[src/rtl/axil_slave_bridge.sv]
// AXI4-Lite slave front end for register-file handlers.
// Turns AXI4-Lite reads/writes into one-cycle ASHI request pulses, waits for
// the handler to report idle (or for the watchdog to expire), and returns a
// registered response that is held until the master accepts it.
// Write and read paths are two independent FSMs sharing nothing but the clock.
module axil_slave_bridge #(
    parameter int DW        = 32,
    parameter int AW        = 32,
    parameter int ADDR_SPAN = 4096,
    parameter int TIMEOUT   = 256
) (
    input  logic            clk,
    input  logic            resetn,
    // handler side, write
    output logic [AW-1:0]   ASHI_WADDR,
    output logic [DW-1:0]   ASHI_WDATA,
    output logic [DW/8-1:0] ASHI_WSTRB,
    output logic            ASHI_WRITE,
    input  logic            ASHI_WIDLE,
    input  logic [1:0]      ASHI_WRESP,
    // handler side, read
    output logic [AW-1:0]   ASHI_RADDR,
    output logic            ASHI_READ,
    input  logic            ASHI_RIDLE,
    input  logic [DW-1:0]   ASHI_RDATA,
    input  logic [1:0]      ASHI_RRESP,
    // AXI AW channel
    input  logic [AW-1:0]   AXI_AWADDR,
    input  logic            AXI_AWVALID,
    input  logic [2:0]      AXI_AWPROT,
    output logic            AXI_AWREADY,
    // AXI W channel
    input  logic [DW-1:0]   AXI_WDATA,
    input  logic [DW/8-1:0] AXI_WSTRB,
    input  logic            AXI_WVALID,
    output logic            AXI_WREADY,
    // AXI B channel
    output logic [1:0]      AXI_BRESP,
    output logic            AXI_BVALID,
    input  logic            AXI_BREADY,
    // AXI AR channel
    input  logic [AW-1:0]   AXI_ARADDR,
    input  logic            AXI_ARVALID,
    input  logic [2:0]      AXI_ARPROT,
    output logic            AXI_ARREADY,
    // AXI R channel
    output logic [DW-1:0]   AXI_RDATA,
    output logic [1:0]      AXI_RRESP,
    output logic            AXI_RVALID,
    input  logic            AXI_RREADY
);

    localparam int SW = DW / 8;
    // Watchdog counter is wide enough to hold TIMEOUT; keep at least one bit
    // so a disabled watchdog still elaborates.
    localparam int CW = (TIMEOUT > 0) ? $clog2(TIMEOUT + 1) : 1;
    localparam logic [CW-1:0] CNT_LAST = CW'((TIMEOUT > 0) ? TIMEOUT - 1 : 0);
    localparam logic [CW-1:0] CNT_MAX  = {CW{1'b1}};
    localparam logic [AW:0]   SPAN     = (AW + 1)'(ADDR_SPAN);
    localparam bit            WDOG_ON  = (TIMEOUT > 0);

    localparam logic [1:0] RESP_SLVERR = 2'b10;
    localparam logic [1:0] RESP_DECERR = 2'b11;

    localparam logic [1:0] W_ACCEPT = 2'd0;
    localparam logic [1:0] W_CALL   = 2'd1;
    localparam logic [1:0] W_WAIT   = 2'd2;
    localparam logic [1:0] W_RESP   = 2'd3;

    localparam logic [1:0] R_ACCEPT = 2'd0;
    localparam logic [1:0] R_CALL   = 2'd1;
    localparam logic [1:0] R_WAIT   = 2'd2;
    localparam logic [1:0] R_RESP   = 2'd3;

    // Protection bits carry no meaning for the register handlers.
    logic unused_prot;
    assign unused_prot = ^{AXI_AWPROT, AXI_ARPROT};

    // ---------------- write path ----------------
    logic [1:0]    w_state_reg;
    logic          aw_got_reg, w_got_reg;
    logic          awready_reg, wready_reg;
    logic          bvalid_reg;
    logic [1:0]    bresp_reg;
    logic          wcall_reg;
    logic [AW-1:0] waddr_reg;
    logic [DW-1:0] wdata_reg;
    logic [SW-1:0] wstrb_reg;
    logic [CW-1:0] wcnt_reg;

    logic          aw_hs, w_hs, aw_have, w_have, waddr_bad, w_timeout;
    logic [AW-1:0] waddr_cur;

    assign aw_hs     = AXI_AWVALID & awready_reg;
    assign w_hs      = AXI_WVALID & wready_reg;
    assign aw_have   = aw_got_reg | aw_hs;
    assign w_have    = w_got_reg | w_hs;
    // Decode against the address being latched this cycle, not the stale one.
    assign waddr_cur = aw_hs ? AXI_AWADDR : waddr_reg;
    assign waddr_bad = ({1'b0, waddr_cur} >= SPAN);
    assign w_timeout = WDOG_ON && (wcnt_reg == CNT_LAST);

    // Write FSM: join AW and W, pulse the handler, wait, then hold the B response.
    always_ff @(posedge clk) begin
        if (!resetn) begin
            w_state_reg <= W_ACCEPT;
            aw_got_reg  <= 1'b0;
            w_got_reg   <= 1'b0;
            awready_reg <= 1'b0;
            wready_reg  <= 1'b0;
            bvalid_reg  <= 1'b0;
            bresp_reg   <= 2'b00;
            wcall_reg   <= 1'b0;
            waddr_reg   <= '0;
            wdata_reg   <= '0;
            wstrb_reg   <= '0;
            wcnt_reg    <= '0;
        end else begin
            wcall_reg <= 1'b0;
            case (w_state_reg)
                W_ACCEPT: begin
                    if (aw_hs) waddr_reg <= AXI_AWADDR;
                    if (w_hs) begin
                        wdata_reg <= AXI_WDATA;
                        wstrb_reg <= AXI_WSTRB;
                    end
                    if (aw_have && w_have) begin
                        aw_got_reg  <= 1'b0;
                        w_got_reg   <= 1'b0;
                        awready_reg <= 1'b0;
                        wready_reg  <= 1'b0;
                        if (waddr_bad) begin
                            bresp_reg   <= RESP_DECERR;
                            bvalid_reg  <= 1'b1;
                            w_state_reg <= W_RESP;
                        end else begin
                            wcall_reg   <= 1'b1;
                            w_state_reg <= W_CALL;
                        end
                    end else begin
                        // Each channel stays ready until its own handshake.
                        aw_got_reg  <= aw_have;
                        w_got_reg   <= w_have;
                        awready_reg <= ~aw_have;
                        wready_reg  <= ~w_have;
                    end
                end
                W_CALL: begin
                    wcnt_reg    <= '0;
                    w_state_reg <= W_WAIT;
                end
                W_WAIT: begin
                    // Handler completion takes priority over the watchdog.
                    if (ASHI_WIDLE) begin
                        bresp_reg   <= ASHI_WRESP;
                        bvalid_reg  <= 1'b1;
                        w_state_reg <= W_RESP;
                    end else if (w_timeout) begin
                        bresp_reg   <= RESP_SLVERR;
                        bvalid_reg  <= 1'b1;
                        w_state_reg <= W_RESP;
                    end else if (wcnt_reg != CNT_MAX) begin
                        wcnt_reg <= wcnt_reg + CW'(1);
                    end
                end
                W_RESP: begin
                    if (AXI_BREADY) begin
                        bvalid_reg  <= 1'b0;
                        awready_reg <= 1'b1;
                        wready_reg  <= 1'b1;
                        w_state_reg <= W_ACCEPT;
                    end
                end
                default: w_state_reg <= W_ACCEPT;
            endcase
        end
    end

    assign ASHI_WADDR  = waddr_reg;
    assign ASHI_WDATA  = wdata_reg;
    assign ASHI_WSTRB  = wstrb_reg;
    assign ASHI_WRITE  = wcall_reg;
    assign AXI_AWREADY = awready_reg;
    assign AXI_WREADY  = wready_reg;
    assign AXI_BVALID  = bvalid_reg;
    assign AXI_BRESP   = bresp_reg;

    // ---------------- read path ----------------
    logic [1:0]    r_state_reg;
    logic          arready_reg;
    logic          rvalid_reg;
    logic [1:0]    rresp_reg;
    logic [DW-1:0] rdata_reg;
    logic          rcall_reg;
    logic [AW-1:0] raddr_reg;
    logic [CW-1:0] rcnt_reg;

    logic ar_hs, raddr_bad, r_timeout;

    assign ar_hs     = AXI_ARVALID & arready_reg;
    assign raddr_bad = ({1'b0, AXI_ARADDR} >= SPAN);
    assign r_timeout = WDOG_ON && (rcnt_reg == CNT_LAST);

    // Read FSM: accept AR, pulse the handler, wait, then hold the R response.
    always_ff @(posedge clk) begin
        if (!resetn) begin
            r_state_reg <= R_ACCEPT;
            arready_reg <= 1'b0;
            rvalid_reg  <= 1'b0;
            rresp_reg   <= 2'b00;
            rdata_reg   <= '0;
            rcall_reg   <= 1'b0;
            raddr_reg   <= '0;
            rcnt_reg    <= '0;
        end else begin
            rcall_reg <= 1'b0;
            case (r_state_reg)
                R_ACCEPT: begin
                    if (ar_hs) begin
                        raddr_reg   <= AXI_ARADDR;
                        arready_reg <= 1'b0;
                        if (raddr_bad) begin
                            rresp_reg   <= RESP_DECERR;
                            rdata_reg   <= '0;
                            rvalid_reg  <= 1'b1;
                            r_state_reg <= R_RESP;
                        end else begin
                            rcall_reg   <= 1'b1;
                            r_state_reg <= R_CALL;
                        end
                    end else begin
                        arready_reg <= 1'b1;
                    end
                end
                R_CALL: begin
                    rcnt_reg    <= '0;
                    r_state_reg <= R_WAIT;
                end
                R_WAIT: begin
                    if (ASHI_RIDLE) begin
                        rresp_reg   <= ASHI_RRESP;
                        rdata_reg   <= ASHI_RDATA;
                        rvalid_reg  <= 1'b1;
                        r_state_reg <= R_RESP;
                    end else if (r_timeout) begin
                        rresp_reg   <= RESP_SLVERR;
                        rdata_reg   <= '0;
                        rvalid_reg  <= 1'b1;
                        r_state_reg <= R_RESP;
                    end else if (rcnt_reg != CNT_MAX) begin
                        rcnt_reg <= rcnt_reg + CW'(1);
                    end
                end
                R_RESP: begin
                    if (AXI_RREADY) begin
                        rvalid_reg  <= 1'b0;
                        arready_reg <= 1'b1;
                        r_state_reg <= R_ACCEPT;
                    end
                end
                default: r_state_reg <= R_ACCEPT;
            endcase
        end
    end

    assign ASHI_RADDR  = raddr_reg;
    assign ASHI_READ   = rcall_reg;
    assign AXI_ARREADY = arready_reg;
    assign AXI_RVALID  = rvalid_reg;
    assign AXI_RRESP   = rresp_reg;
    assign AXI_RDATA   = rdata_reg;

endmodule
[config.mk]
export PLATFORM = sky130hd
export DESIGN_NAME = axil_slave_bridge
export DESIGN_NICKNAME = d
export VERILOG_FILES = /design/src/rtl/axil_slave_bridge.sv
export SDC_FILE = /design/constraint.sdc
export NUM_CORES = 1
export LEC_CHECK = 0
export CAP_MARGIN = 10
export CORE_UTILIZATION = 42
export CTS_CLUSTER_SIZE = 14
export DETAILED_ROUTE_END_ITERATION = 16
export GPL_ROUTABILITY_DRIVEN = 0
export HOLD_SLACK_MARGIN = 0.15
export PLACE_DENSITY_LB_ADDON = 0.08
export SETUP_SLACK_MARGIN = 0.02
export SYNTH_ARGS = -nofsm -noshare
export SYNTH_HDL_FRONTEND = slang
export SYNTH_SLANG_ARGS = --single-unit
export TNS_END_PERCENT = 100
[constraint.sdc]
create_clock -name clk -period 2.24 [get_ports clk]
set_input_delay 0.448 -clock clk [delete_from_list [all_inputs] [get_ports clk]]
set_output_delay 0.448 -clock clk [all_outputs]
set_load 0.01 [all_outputs]
# Yosys cells after proc, flatten, opt, wreduce, memory -nomap -nowiden
# Cells that the tools add are included.
[totals]
register_bits = 167
in_bits = 151
output_inout_bits = 143
wordCells = 140
[op_classes]
n_addsub = 2
magnitude_cmp = 2
n_eq_ne = 24
n_mux = 60
n_bitwise = 7
n_reduce_logical = 25
[ops]
columns = ["op", "count"]
rows = [
  ["$mux W32", 5],
  ["$ge A32 B13 Y1 const B", 2],
  ["$pmux W32 S2", 1],
  ["$mux W9", 6],
  ["$mux W2", 18],
  ["$pmux W9 S2", 2],
  ["$ne A2 B2 Y1 const B", 12],
  ["$mux W1", 19],
  ["$add A9 B1 Y9 const B", 2],
  ["$eq A9 B8 Y1 const B", 2],
  ["$ne A9 B9 Y1 const B", 2],
  ["$pmux W2 S4", 2],
  ["$reduce_and A4 Y1", 4],
  ["$reduce_and A3 Y1", 4],
  ["$reduce_bool A2 Y1", 6],
  ["$reduce_and A5 Y1", 2],
  ["$eq A2 B2 Y1 const B", 4],
  ["$pmux W2 S2", 2],
  ["$reduce_and A2 Y1", 4],
  ["$ne A3 B3 Y1 const B", 2],
  ["$pmux W1 S2", 3],
  ["$pmux W1 S3", 2],
  ["$reduce_bool A3 Y1", 2],
  ["$eq A2 B1 Y1 const B", 2],
  ["5 further kinds", 10],
]

# Depth between registers and ports, before layout
[depth]
depth_word = 6
mapped_depth = 10

# Least setup slack after synthesis
# No wires, ideal clock.
[synth_timing]
path_type = "register to register"
from = "reg rcnt_reg[0]"
to = "reg rcnt_reg[6]"
setup_time_ns = 0.118
t_arrival_ns = 1.895
setup_slack_ns = 0.226
stages_incl_launch_ff = 10
n_path_buf = 0
synth_period_minus_slack_ns = 2.014
cell_sequence = "dfxtp_1 ha_1 nand3_1 nor2_1 ha_1 or4b_1 a21oi_1 and4_1 xnor2_1 nor2_1"
[synth_between]
elab_chain_cells = 5
elab_cells_between_ends = 10
cone_classes = "1 x add/sub; 4 x eq/ne; 4 x mux; 1 x reduce/logical"
[synth_rtl]
columns = ["element", "line_no", "text"]
rows = [
  ["from (decl)", "196", "logic [CW-1:0] rcnt_reg;"],
  ["from (signal assigned)", "251", "rcnt_reg <= rcnt_reg + CW'(1);"],
  ["$add A9 B1 Y9", "251", ""],
  ["$mux W9", "250", "end else if (rcnt_reg != CNT_MAX) begin"],
  ["$mux W9", "245", "end else if (r_timeout) begin"],
  ["$mux W9", "240", "if (ASHI_RIDLE) begin"],
  ["$pmux W9 S2", "217", "case (r_state_reg)"],
]
# Several ways; a longest one is shown, not always the timed one. The select of a mux whose other input is x is not followed.
# A chain may end at the register's enable or synchronous reset.

# Final worst setup path
[layout_timing]
from = "reg rcnt_reg[0]"
to = "reg rcnt_reg[7]"
# Same word-level chain as after synthesis.

==> reports/results.ini <==
[route]
top_layer_used = met4
drc = 0
wl_met2_mm = 8.78
drt-total-wl_mm = 18.9
vias = 6519
wl_per_cell_um = 14.6
drtIter0Drc = 321
drt-pass1-iter-count = 6
vias_per_cell = 5.05
final_antenna_net_count = 0
wl_met3_mm = 1.61
met1Wirelength_mm = 8.07

[clocking]
cts-htree-levels = 4
cts.sinks = 167
post_cts_buffers = 0
clk_pin_slew_ns = 0.06
max-clock-path-buffers = 2
cts_made_buffers = 17
cts_root_buffer = clkbuf_16
clkLatencyLatePin_ns = 0.42
cts_tree = done

[finish]
area_growth_pct = 57.5
final_core_util_pct = 67.9
finalNetCount = 1255
fill_cells = 1322
fin_area_um2 = 10300
num_antenna_cells = 0
drive_gt1_share_pct = 7.25

[pwr]
p_leak_nw = 3.61
p_seq_share_pct = 37.5
internal_power_mw = 6.47
swShare_pct = 32.8
p_clk_share_pct = 29.1
comb_power_share_pct = 33.4
switching_power_mw = 3.16
ir_drop_v = 0.000597
cellPowerDensity_nw_per_um2 = 933

[grt]
grt_pass1_wl_mm = 30.0
antenna_found_initial = 0
gr-usage-all-layers_pct = 23.4
grt_max_degree = 69
grt_pass1_vias = 6072
overflow = 0

[outcome]
outcome = finished, final reports clean

[placement]
dpl_cell_area_um2 = 9710
port-buffer-count = 287
dp_hpwl_mm = 13.4

[die]
ioPinCount = 294
initial_core_util_pct = 43.1
die_area_um2 = 16100
die_w_um = 127
core_area_um2 = 15200
num_rows = 45
die_h_um = 127

[yosys]
ys_seq_area_share_pct = 51.0
syn_inst = 812
synth-async-reset-ratio_pct = 0
synth_seq_cells = 167
synth.distinct_cells = 48
syn_area_per_cell_um2 = 8.07
yosysWarnings = 0
synthFlopType = dfxtp_1
syn-cell-area_um2 = 6550
syn_nets = 977
synth-edff-count = 0

[timing]
report.final.slew_viol_count = 0
rsz0062_at_grt = true
min_period_ns = 2.12
fmax_ghz = 0.472
hold_ws_ns = 0.395
setup_viol = 0
clock_skew_ns = 0.0102
fin_crit_sh_pct = 94.6
hold_viol = 0
tightest_slew_ns = 0.378
timing.slew.headroom_pct = 74.6

[worst_hold_path]
hold_path.class = in2reg

[setup_path]
crit_slowest_cell = dfxtp_1
r2r_slack_ns = 0.12
worstPathArrival_ns = 2.47
crit_required_ns = 2.59
worstPathMaxFanout = 4
crit_type = reg2reg
crit_chain = ha_1 > nand3_1 > nor2_2 > ha_2 > nor3b_4 > and2b_2 > o2111ai_2 > or3_1 > a21oi_1
end_kind = flip-flop
cpPeakStageDelay_ns = 0.34
startpoint_type = flip-flop

[job]
drv_cap = 0

## power by group through the flow
stage | logic, mW | registers (mW) | clock network [mW]
after detailed placement | 3.18 | 3.67 | 0
after CTS | 3.20 | 3.61 | 2.86
after floorplan | 1.51 | 3.81 | 0
after global routing | 3.56 | 3.66 | 2.97
final | 3.21 | 3.61 | 2.80
after global placement | 3.16 | 3.66 | 0
## area by class of cell
class / count / area (µm²) / share of cell area (%)
Sequential cell: 167 / 3340 / 32.4
Timing Repair Buffer: 313 / 3140 / 30.4
Multi-Input combinational cell: 582 / 3000 / 29.1
Clock buffer: 18 / 439 / 4.26
Tap cell: 188 / 235 / 2.28
Clock inverter: 14 / 128 / 1.24
Inverter: 9 / 35.0 / 0.340
## cells in the final DEF, fill, tap and decap left out, types with 4 or more instances in the layout
master	Yosys	layout
nor2_1	37	36
nor2b_1	5	5
nand2_1	214	214
o21ai_0	40	39
nor4_1	14	14
clkdlybuf4s50_1	0	286
dfxtp_1	167	166
ha_1	14	11
clkinv_4	0	4
clkinv_2	0	4
inv_1	8	8
and3_1	5	5
clkinvlp_4	0	4
buf_12	0	6
clkbuf_16	0	17
nand2b_1	5	5
nand3_1	75	75
xor2_1	5	5
a21oi_1	113	111
buf_4	0	20
o22ai_1	5	5
or3_1	5	5
## cell families after synthesis
family | after synthesis | share of synthesized area (%)
simple gates | 382 | 26.3
compound gates | 176 | 14.7
flops | 167 | 51.0
buf+inv | 63 | 3.90
fa+ha+maj | 14 | 2.67
xor+xnor | 8 | 1.07
mux | 2 | 0.306
## critical path: cells and delay by family (launching register included)
family / cells / cell delay [ns]
adder cells (fa/ha/maj): 2 / 0.42
flip-flops: 1 / 0.34
AO/OA/AOI/OAI: 2 / 0.29
AND/OR/NAND/NOR: 5 / 0.99
## worst paths after layout
path / from / endpoint / cells past startpoint
worst min-delay path: resetn / AXI_BRESP[0]$_SDFFE_PN0P_ / 3
worst max-delay path: rcnt_reg[0]$_SDFFE_PN0P_ / rcnt_reg[7]$_SDFFE_PN0P_ / 9
worst min register to register: ASHI_WADDR[11]$_SDFFE_PN0P_ / ASHI_WADDR[11]$_SDFFE_PN0P_ / 2
worst max register to register: rcnt_reg[0]$_SDFFE_PN0P_ / rcnt_reg[7]$_SDFFE_PN0P_ / 9
## through the flow
step | power, mW | worst slack, ns | instances | TNS [ns]
3_3_place_gp | 6.82 | -0.0453 | 1259 | -1.16
6_report | 9.62 | 0.120 | 1291 | 0
2_1_floorplan | 5.32 | 0.226 | 812 | 0
3_5_place_dp | 6.85 | -0.0508 | 1259 | -0.869
5_1_grt | 10.2 | -0.0290 | 1291 | -0.0559
4_1_cts | 9.66 | 0.0450 | 1291 | 0
## timing repair
action	in CTS	in global routing
resized for setup	0	12
hold buffers	0	0
hold endpoints to repair	0	0
setup endpoints to repair	0	39
## cell usage after synthesis, types with 3 or more instances
cell type  count  area [µm²]
and3_1         5        31.3
nor2_1        37         139
dfxtp_1      167        3340
nand4_1        3        18.8
nor4_1        14        87.6
o22ai_1        5        31.3
a211oi_1       3        22.5
xor2_1         5        43.8
nand2b_1       5        31.3
o21ai_0       40         200
inv_1          8        30.0
nand2_1      214         803
clkbuf_1      40         150
clkbuf_2       3        15.0
ha_1          14         175
nor3_1         3        15.0
buf_2          6        30.0
xnor2_1        3        26.3
nand3_1       75         375
or3_1          5        31.3
nor2b_1        5        31.3
buf_1          4        15.0
and2_1         3        18.8
a21oi_1      113         566
## per-layer routing
layer  vias to the layer above  GRT usage, %
li1                       3319             -
met1                      2939          26.9
met2                       233          39.7
met3                        28          8.35
met4                         0          9.10
met5                         -             0
(Power assumes the default switching activity.)
